**config.mk**
```make
export PLATFORM = sky130hd
export DESIGN_NAME = ir_nec_decoder_flat
export DESIGN_NICKNAME = d
export VERILOG_FILES = /design/src/rtl/ir_pkg.sv /design/src/rtl/ir_nec_decoder_if.sv /design/src/rtl/ir_pulse_timer.sv /design/src/rtl/ir_nec_decoder.sv /design/src/flat_wrapper.sv
export SDC_FILE = /design/constraint.sdc
export NUM_CORES = 1
export LEC_CHECK = 0
export BUFFER_PORTS_ARGS = -buffer_cell sky130_fd_sc_hd__buf_2
export CORE_ASPECT_RATIO = 0.6
export CORE_MARGIN = 3
export CORE_UTILIZATION = 55
export CTS_CLUSTER_SIZE = 14
export DETAILED_ROUTE_END_ITERATION = 10
export GPL_ROUTABILITY_DRIVEN = 0
export PLACE_DENSITY = 0.79
export SKIP_CTS_REPAIR_TIMING = 1
export SLEW_MARGIN = 20
export SYNTH_ARGS = -nofsm -noshare
export SYNTH_HDL_FRONTEND = slang
export SYNTH_SLANG_ARGS = --single-unit
```
**constraint.sdc**
```tcl
create_clock -name clk_50 -period 2.1 [get_ports clk_50]
set_input_delay 0.315 -clock clk_50 [delete_from_list [all_inputs] [get_ports clk_50]]
set_output_delay 0.315 -clock clk_50 [all_outputs]
set_load 0.02 [all_outputs]
```
**src/rtl/ir_pkg.sv**
```systemverilog
// Shared types and timing windows for the NEC IR decoder.
// Windows are in microseconds, inclusive on both ends.
package ir_pkg;

  typedef enum logic [2:0] {
    IDLE,
    LEAD_MARK,
    LEAD_SPACE,
    BIT_MARK,
    BIT_SPACE,
    STOP_MARK,
    REP_MARK,
    ERROR
  } ir_state_t;

  localparam logic [13:0] LEAD_MIN = 14'd8000;
  localparam logic [13:0] LEAD_MAX = 14'd10000;
  localparam logic [13:0] FRM_MIN  = 14'd4000;
  localparam logic [13:0] FRM_MAX  = 14'd5000;
  localparam logic [13:0] REP_MIN  = 14'd2000;
  localparam logic [13:0] REP_MAX  = 14'd2500;
  localparam logic [13:0] MARK_MIN = 14'd400;
  localparam logic [13:0] MARK_MAX = 14'd750;
  localparam logic [13:0] ZERO_MIN = 14'd400;
  localparam logic [13:0] ZERO_MAX = 14'd750;
  localparam logic [13:0] ONE_MIN  = 14'd1400;
  localparam logic [13:0] ONE_MAX  = 14'd1900;

  localparam logic [7:0] BTN_CAM  = 8'h0F;
  localparam logic [7:0] BTN_IDLE = 8'h10;
  localparam logic [7:0] BTN_IR   = 8'h13;

  function automatic logic in_win(
    input logic [13:0] w,
    input logic [13:0] lo,
    input logic [13:0] hi
  );
    return (w >= lo) && (w <= hi);
  endfunction

endpackage

```
**src/rtl/ir_nec_decoder_if.sv**
```systemverilog
// Decoded IR result bundle: held button/address
// plus one-cycle valid/repeat/error strobes.
interface ir_nec_decoder_if;

  logic [7:0] IR_button;
  logic       ir_valid;
  logic       ir_repeat;
  logic       ir_error;
  logic [7:0] ir_addr;

  modport master (
    output IR_button,
    output ir_valid,
    output ir_repeat,
    output ir_error,
    output ir_addr
  );

  modport slave (
    input IR_button,
    input ir_valid,
    input ir_repeat,
    input ir_error,
    input ir_addr
  );

endinterface

```
**src/rtl/ir_pulse_timer.sv**
```systemverilog
// Receiver front end: 2-flop synchroniser, 1 us prescaler,
// edge detect and saturating mark/space width counter.
module ir_pulse_timer #(
  parameter int unsigned CLK_HZ = 50_000_000
) (
  input  logic        clk_50,
  input  logic        reset_n,
  input  logic        ir_rx,
  output logic        level,
  output logic        rise,
  output logic        fall,
  output logic        tick,
  output logic [13:0] width_us
);

  localparam int unsigned RAW = CLK_HZ / 1_000_000;
  localparam int unsigned DIV = (RAW > 1) ? RAW : 1;
  localparam int unsigned PW  = (DIV > 1) ? $clog2(DIV) : 1;

  logic [1:0]    sync;
  logic          prev;
  logic [PW-1:0] pcnt;

  assign level = sync[1];
  assign rise  = sync[1] & ~prev;
  assign fall  = ~sync[1] & prev;
  assign tick  = (pcnt == PW'(DIV - 1));

  // Sync flops reset high so an idle line gives no edge.
  always_ff @(posedge clk_50 or negedge reset_n) begin
    if (!reset_n) begin
      sync     <= 2'b11;
      prev     <= 1'b1;
      pcnt     <= '0;
      width_us <= '0;
    end else begin
      sync <= {sync[0], ir_rx};
      prev <= sync[1];
      pcnt <= tick ? '0 : pcnt + PW'(1);
      if (rise || fall)
        width_us <= '0;
      else if (tick && (width_us != '1))
        width_us <= width_us + 14'd1;
    end
  end

endmodule

```
**src/rtl/ir_nec_decoder.sv**
```systemverilog
// NEC IR frame decoder: validates leader, 32 data bits and
// stop burst, holds button/address and pulses the strobes.
module ir_nec_decoder
  import ir_pkg::*;
#(
  parameter int unsigned CLK_HZ     = 50_000_000,
  parameter bit          CHECK_ADDR = 1'b1,
  parameter int unsigned CLEAR_MS   = 0,
  parameter int unsigned TOUT_US    = 12000
) (
  input  logic clk_50,
  input  logic reset_n,
  input  logic ir_rx,
  ir_nec_decoder_if.master ir
);

  localparam logic [13:0] TOUT = 14'(TOUT_US);
  localparam logic [15:0] CLR  = 16'(CLEAR_MS);

  logic        level;
  logic        rise;
  logic        fall;
  logic        tick;
  logic [13:0] width_us;

  ir_state_t   state;
  logic [4:0]  bit_cnt;
  logic [31:0] shreg;
  logic        last_ok;
  logic [7:0]  button_q;
  logic [7:0]  addr_q;
  logic        valid_q;
  logic        repeat_q;
  logic        error_q;

  logic [9:0]  us_cnt;
  logic [15:0] ms_cnt;
  logic        ms_hit;

  logic mark_ok, zero_ok, one_ok;
  logic lead_ok, frm_ok, rep_ok;
  logic chk_ok, tout;

  ir_pulse_timer #(
    .CLK_HZ(CLK_HZ)
  ) u_timer (
    .clk_50  (clk_50),
    .reset_n (reset_n),
    .ir_rx   (ir_rx),
    .level   (level),
    .rise    (rise),
    .fall    (fall),
    .tick    (tick),
    .width_us(width_us)
  );

  assign lead_ok = in_win(width_us, LEAD_MIN, LEAD_MAX);
  assign frm_ok  = in_win(width_us, FRM_MIN, FRM_MAX);
  assign rep_ok  = in_win(width_us, REP_MIN, REP_MAX);
  assign mark_ok = in_win(width_us, MARK_MIN, MARK_MAX);
  assign zero_ok = in_win(width_us, ZERO_MIN, ZERO_MAX);
  assign one_ok  = in_win(width_us, ONE_MIN, ONE_MAX);

  // Air order is addr, ~addr, cmd, ~cmd, LSB first.
  assign chk_ok = (shreg[23:16] == ~shreg[31:24]) &&
                  (!CHECK_ADDR ||
                   (shreg[7:0] == ~shreg[15:8]));

  assign tout = (state != IDLE) && (state != ERROR) &&
                (width_us > TOUT);

  assign ms_hit = (CLEAR_MS != 0) && tick &&
                  (us_cnt == 10'd999) &&
                  (ms_cnt == CLR - 16'd1);

  always_ff @(posedge clk_50 or negedge reset_n) begin
    if (!reset_n) begin
      us_cnt <= '0;
      ms_cnt <= '0;
    end else if (valid_q || repeat_q) begin
      us_cnt <= '0;
      ms_cnt <= '0;
    end else if (tick && (ms_cnt != CLR)) begin
      if (us_cnt == 10'd999) begin
        us_cnt <= '0;
        ms_cnt <= ms_cnt + 16'd1;
      end else begin
        us_cnt <= us_cnt + 10'd1;
      end
    end
  end

  always_ff @(posedge clk_50 or negedge reset_n) begin
    if (!reset_n) begin
      state    <= IDLE;
      bit_cnt  <= '0;
      shreg    <= '0;
      last_ok  <= 1'b0;
      button_q <= '0;
      addr_q   <= '0;
      valid_q  <= 1'b0;
      repeat_q <= 1'b0;
      error_q  <= 1'b0;
    end else begin
      valid_q  <= 1'b0;
      repeat_q <= 1'b0;
      error_q  <= 1'b0;
      if (ms_hit) begin
        button_q <= '0;
        last_ok  <= 1'b0;
      end
      if (tout) begin
        state   <= ERROR;
        error_q <= 1'b1;
      end else begin
        unique case (state)
          IDLE: if (fall) state <= LEAD_MARK;
          LEAD_MARK: if (rise) begin
            state   <= lead_ok ? LEAD_SPACE : ERROR;
            error_q <= !lead_ok;
          end
          LEAD_SPACE: if (fall) begin
            bit_cnt <= '0;
            if (frm_ok) begin
              state <= BIT_MARK;
            end else if (rep_ok) begin
              state <= REP_MARK;
            end else begin
              state   <= ERROR;
              error_q <= 1'b1;
            end
          end
          BIT_MARK: if (rise) begin
            state   <= mark_ok ? BIT_SPACE : ERROR;
            error_q <= !mark_ok;
          end
          BIT_SPACE: if (fall) begin
            if (zero_ok || one_ok) begin
              shreg   <= {one_ok, shreg[31:1]};
              bit_cnt <= bit_cnt + 5'd1;
              state   <= (bit_cnt == 5'd31) ?
                         STOP_MARK : BIT_MARK;
            end else begin
              state   <= ERROR;
              error_q <= 1'b1;
            end
          end
          STOP_MARK: if (rise) begin
            if (mark_ok && chk_ok) begin
              button_q <= shreg[23:16];
              addr_q   <= shreg[7:0];
              valid_q  <= 1'b1;
              last_ok  <= 1'b1;
              state    <= IDLE;
            end else begin
              state   <= ERROR;
              error_q <= 1'b1;
            end
          end
          REP_MARK: if (rise) begin
            if (mark_ok && last_ok) begin
              repeat_q <= 1'b1;
              state    <= IDLE;
            end else begin
              state   <= ERROR;
              error_q <= 1'b1;
            end
          end
          // Edges are ignored until the line idles high.
          ERROR:
            if (level && (width_us >= TOUT)) state <= IDLE;
        endcase
      end
    end
  end

  assign ir.IR_button = button_q;
  assign ir.ir_addr   = addr_q;
  assign ir.ir_valid  = valid_q;
  assign ir.ir_repeat = repeat_q;
  assign ir.ir_error  = error_q;

endmodule

```
**src/flat_wrapper.sv**
```systemverilog
// flat-port wrapper written by rule: the top's interface ports become plain ports
module ir_nec_decoder_flat import ir_pkg::*;
#(
  parameter int unsigned CLK_HZ     = 50_000_000,
  parameter bit          CHECK_ADDR = 1'b1,
  parameter int unsigned CLEAR_MS   = 0,
  parameter int unsigned TOUT_US    = 12000
)
  (clk_50, reset_n, ir_rx, ir_IR_button, ir_ir_valid, ir_ir_repeat, ir_ir_error, ir_ir_addr);
  ir_nec_decoder_if ir_i ();
  input  logic clk_50;
  input  logic reset_n;
  input  logic ir_rx;
  output wire logic [$bits(ir_i.IR_button)-1:0] ir_IR_button;
  output wire logic [$bits(ir_i.ir_valid)-1:0] ir_ir_valid;
  output wire logic [$bits(ir_i.ir_repeat)-1:0] ir_ir_repeat;
  output wire logic [$bits(ir_i.ir_error)-1:0] ir_ir_error;
  output wire logic [$bits(ir_i.ir_addr)-1:0] ir_ir_addr;
  assign ir_IR_button = ir_i.IR_button;
  assign ir_ir_valid = ir_i.ir_valid;
  assign ir_ir_repeat = ir_i.ir_repeat;
  assign ir_ir_error = ir_i.ir_error;
  assign ir_ir_addr = ir_i.ir_addr;
  ir_nec_decoder #(.CLK_HZ(CLK_HZ), .CHECK_ADDR(CHECK_ADDR), .CLEAR_MS(CLEAR_MS), .TOUT_US(TOUT_US)) u_core (.clk_50(clk_50), .reset_n(reset_n), .ir_rx(ir_rx), .ir(ir_i));
endmodule
```
# Yosys cells after proc, flatten, opt, wreduce, memory -nomap -nowiden
# Index checks and enable logic that the tools add are counted.
# word_totals
elab_cells,129
out_inout_bits,19
inputBits,3
reg_bits,83
# op_classes
n_reduce_logical,24
n_eq_ne,24
order_cmp,12
bitwise,7
n_addsub,3
muxes,46
# op_table
op,n
$mux 3,15
$ge 14x11->1 const B,2
$mux 14,2
$pmux 3 s8,1
$mux 1,21
$ne 3x2->1 const B,7
$eq 8x8->1,2
$not 8->8,2
$mux 5,3
$add 14x1->14 const B,1
$ge 14x12->1 const B,1
$ge 14x13->1 const B,1
$ge 14x14->1 const B,1
$ge 14x9->1 const B,1
$gt 14x14->1 const B,1
$le 14x10->1 const B,1
$le 14x11->1 const B,1
$le 14x12->1 const B,1
$le 14x13->1 const B,1
$le 14x14->1 const B,1
$ne 14x14->1 const B,1
$eq 3x3->1 const B,4
$logic_and 1x1->1,12
$pmux 5 s2,1
23 further kinds,32

# Logic depth before layout (Yosys ltp)
# depth
ltp_word,8
ltp_mapped,10
ltp_nobuf,8

# Hierarchy
# Synthesis repeated with hierarchy kept, for this count alone.
# unflattened
hier_cells,431
hier_area_um2,4455.5
# by_module_without_submodules
module,cells_each,area_per_inst_um2,instances,seq_area_each_um2
ir_nec_decoder,312,3210.6,1,1501.4
ir_pulse_timer,119,1244.9,1,579.3

# Worst setup path after synthesis
# No wires, ideal clock.
# synth_path
kind,register to register
from,register u_core.u_timer.width_us[0]
to,register u_core.shreg[0]
setup_time_ns,0.125
required_ns,1.975
path_stages_with_launch,11
period_less_slack_ns,2.114
setup_slack_ns,-0.014
arrival_time_ns,1.989
n_path_buf,2
cell_sequence,dfrtp_1 inv_1 ha_1 nand3b_1 a21oi_1 a211oi_4 nor2_2 or2_1 buf_6 buf_6 mux2_4
# synth_between
elab_chain_len,4
elab_cells_between_ends,11
cone_classes,order compare (5); bitwise (1); reduce/logical (5)
# synth_rtl
item,line_no,rtl
from (decl),ir_pulse_timer.sv:13,output logic [13:0] width_us
from (signal assigned),ir_pulse_timer.sv:43,width_us <= width_us + 14'd1;
"$ge 14x9->1, or another cell as far along",ir_pkg.sv:38,return (w >= lo) && (w <= hi);
$logic_and 1x1->1 (on tied branches),"ir_pkg.sv:38, ir_nec_decoder.sv:69",
$logic_or 1x1->1 or $not 1->1 (tied branches),--,
$reduce_and 4->1 (no line) *,--,
to (signal assigned),ir_nec_decoder.sv:139,"shreg <= {one_ok, shreg[31:1]};"
to (decl),ir_nec_decoder.sv:28,logic [31:0] shreg;
# Every way passes the cells marked *; elsewhere a longest branch is shown, timed or not.
# A chain may end at the register's enable or synchronous reset.

# Worst setup path in the final report
# layout_path
from,register u_core.u_timer.width_us[11]
to,register u_core.shreg[17]
# Same word-level chain as after synthesis.

==> flow_metrics.tcl <==
set metrics [dict create \
    syn_to_final_growth_pct 32.48 \
    ys_types 56 \
    num_io_pins 22 \
    synth_xor_area_frac 0.06779 \
    die_area_um2 9381 \
    synth_compound_area_frac 0.08190 \
    post-place-ws_ns -0.2639 \
    final_antenna_net_count 0 \
    synth-adder-area-share 0.02214 \
    synth-async-reset-ratio 1.000 \
    row_count 24 \
    r2r-end "u_core.shreg[17]" \
    relSlewSlack 0.6159 \
    startpoint "u_core.u_timer.width_us[11]" \
    endpoint_kind "flip-flop" \
    synth-edff-count 0 \
    grt_overflow 0 \
    yosys.area_share.simple 0.2200 \
    cap_violations 0 \
    min-delay-path-class "input port to async pin" \
    grtUsageTotal 0.2543 \
    path_max_fanout 8 \
    worst_setup_path_start_kind "flip-flop" \
    worstSetupEndpoint "u_core.shreg[17]" \
    syn_nets 447 \
    worstMarginPinSlew_ns 0.5762 \
    drt_wl_total_mm 13.20 \
    vias_per_cell 6.123 \
    met2WireLength_mm 5.994 \
    fin_nets 543 \
    drcViolationCount 0 \
    clockBufferDepth 2 \
    synth_top_family_by_area "simple AND/OR/NAND/NOR gates" \
    synth_area_per_cell_um2 10.37 \
    antenna_found_initial 0 \
    reg2reg_slack_ns -0.14 \
    clock.fmax_mhz 446.9 \
    fin_crit_ns 2.238 \
    io_buffers 21 \
    top_layer_used "met4" \
    grt_setup_unrepaired "true" \
    final-hold-violation-count 38 \
    die_h_um 76.24 \
    slew_violations 0 \
    grt_pass1_vias 3566 \
    yosysWarnings 0 \
    holdWs_ns -0.04454 \
    critPathKind "flip-flop to flip-flop" \
    wl_met3_mm 1.467 \
    finalCritPeriodShare 1.066 \
    seq_area_frac_synth 0.4602 \
    diodes 0 \
    status "finished, violations left" \
    die_x_um 123.1 \
    cts.sinks 83 \
    cts_buffers 9 \
    rr_startpoint "u_core.u_timer.width_us[11]" \
    clk_latency_ns 0.35 \
    post_drt_wl_per_cell_um 20.60 \
    setup_viol 33 \
    root_buffer "clkbuf_16" \
    drt-met1-wl_mm 5.597 \
    grt_max_degree 44 \
    ys.flop_type "dfrtp_1" \
    ys_ff_latch 83 \
    worst-r2r-cell-count 8 \
    drt_first_pass_iters 5 \
    fin_ws_ns -0.1376 \
    syn_inst 436 \
    powerDensity_nw_per_um2 672.8 \
    critPathArrivalTime_ns 2.48 \
    grt_pass1_wl_mm 18.51 \
    netlist_area_um2 4522 \
    dp_cells 607 \
    cts_max_level 3 \
    worstPathRequired_ns 2.34 \
    path_clk_slew_ns 0.07 \
    instances_no_fill 641 \
    finClkSkew_ns 0.01094 \
    drt_iter0_drc 408 \
    drive_above_1_share 0.4078 \
    cts_tree "done" \
    synthMuxAreaShare 0.1021 \
    initial_core_util 0.5952 \
    violations "hold timing, setup timing" \
    leakagePower_uw 0.003098 \
    vias 3925 \
    core-area_um2 7597 \
    hpwl_mm 7.731 \
    ir_drop_mv 0.7361 \
]
==> sequential cells by signal, indices dropped and copies added, names as in the netlist, 2 cells and up <==
| name | count |
|---|---|
| u_core.shreg | 32 |
| u_core.u_timer.width_us | 14 |
| u_core.ir.IR_button | 8 |
| u_core.ir.ir_addr | 8 |
| u_core.u_timer.pcnt | 6 |
| u_core.bit_cnt | 5 |
| u_core.state | 3 |
| u_core.u_timer.sync | 2 |
==> how the worst min path moves through the flow <==
stage                                  end  slack [ns]  depth (start not counted)
finish              u_core.u_timer.pcnt[4]       -0.04                          1
global route        u_core.u_timer.pcnt[1]      -0.004                          1
CTS                       u_core.shreg[26]       -0.02                          1
detailed placement  u_core.u_timer.pcnt[2]        0.35                          1
global placement    u_core.u_timer.pcnt[4]        0.35                          1
floorplan                u_core.bit_cnt[0]        0.02                          0
==> metrics by stage <==
step	total power [uW]	util	cell area (um^2)	TNS [ns]
floorplan	2098	-	4524	0
global placement	2337	0.6793	5161	-4.930
global route	4196	0.7885	5991	-6.374
finish	4031	0.7885	5991	-3.572
CTS	3919	0.7182	5456	-12.93
detailed placement	2359	0.6793	5161	-10.32
==> area by class of cell <==
class	instances	area, um^2
multi-input cells	318	2579
flip-flops and latches	83	2091
fillers	438	1607
repair buffers	109	854.6
clock buffers	9	225.2
well taps	104	130.1
clock inverters	7	70.07
inverters	11	41.29
==> cells in the final DEF (no fill, tap or decap), types with 3 or more instances in the layout <==
cell       synthesis  layout
buf_4              3      78
dfrtp_1           80      72
nand2_1           70      70
mux2_4            30      30
xor2_1            26      23
buf_2              9      20
nor2_1            20      17
nand4_1           16      16
and2_1            15      15
nand3_1           15      11
clkbuf_16          0      11
inv_1             11       9
xnor2_1            9       9
nor3_1            10       8
dfrtp_2            0       8
a21oi_1            9       7
buf_6              6       7
nor2b_1            7       6
o21ai_0           11       6
ha_1               8       6
o211ai_1           5       5
and3_1             4       4
nand3_2            1       4
a21o_1             4       4
nor4_4             0       4
nor2_4             0       3
xor2_2             0       3
a2111oi_2          0       3
o21ai_2            0       3
nand2b_1           5       3
and4_1             4       3
inv_6              0       3
dfstp_2            3       3
==> power breakdown <==
group          leakage [uW]  internal (uW)  total [uW]  switching (uW)
Combinational       0.00184            301         779             478
Sequential          0.00111           1640        1680            41.6
Clock              0.000142            835        1570             735
Total               0.00310           2780        4030            1250
==> worst max-delay path, cell delays in order, from the launching register on <==
cell	delay, ns
dfrtp_1	0.44
buf_4	0.17
nor4b_4	0.32
nand2_2	0.14
a211oi_4	0.21
nor2_2	0.06
or2_4	0.29
clkbuf_16	0.19
mux2_4	0.31
==> cells by family (layout without fill, tap and decap cells) <==
kind of cell / after synthesis / in the layout
and+or+nand+nor: 190 / 192
DFF: 83 / 83
AOI/OAI and AO/OA: 52 / 52
buffers and inverters: 37 / 136
xor gates and xnor gates: 35 / 35
muxes: 31 / 31
adders and majority gates: 8 / 8
==> synthesized netlist by cell type (all sizes together) (2+ instances only) <==
cell type   n  area, um^2
a2111oi     4       35.03
a211oi      3       35.03
a21o        4       30.03
a21oi       9       45.04
a31oi       2       12.51
a41oi       2       17.52
and2       15       93.84
and3        5       32.53
and4        4       35.03
buf        18       135.1
clkbuf      8       31.28
dfrtp      80        2002
dfstp       3       78.83
ha          8       100.1
inv        11       41.29
mux2       31       461.7
nand2      71       269.0
nand2b      5       31.28
nand3      16       85.08
nand3b      2       15.01
nand4      16       100.1
nand4b      2       17.52
nor2       21       81.33
nor2b       7       43.79
nor3       10       50.05
nor3b       2       15.01
nor4        5       37.53
nor4b       3       41.29
o2111ai     2       17.52
o211ai      5       37.54
o21a        2       15.01
o21ai      11       55.05
o31ai       3       22.52
or3         2       12.51
xnor2       9       78.83
xor2       26       227.7
==> metal layers <==
layer,vias to the layer above,track usage
met4,0,0.07735
met5,-,0
li1,1718,-
met1,1975,0.3648
met3,18,0.08828
met2,214,0.3629
Note: power is estimated with default switching activity, not from simulation.
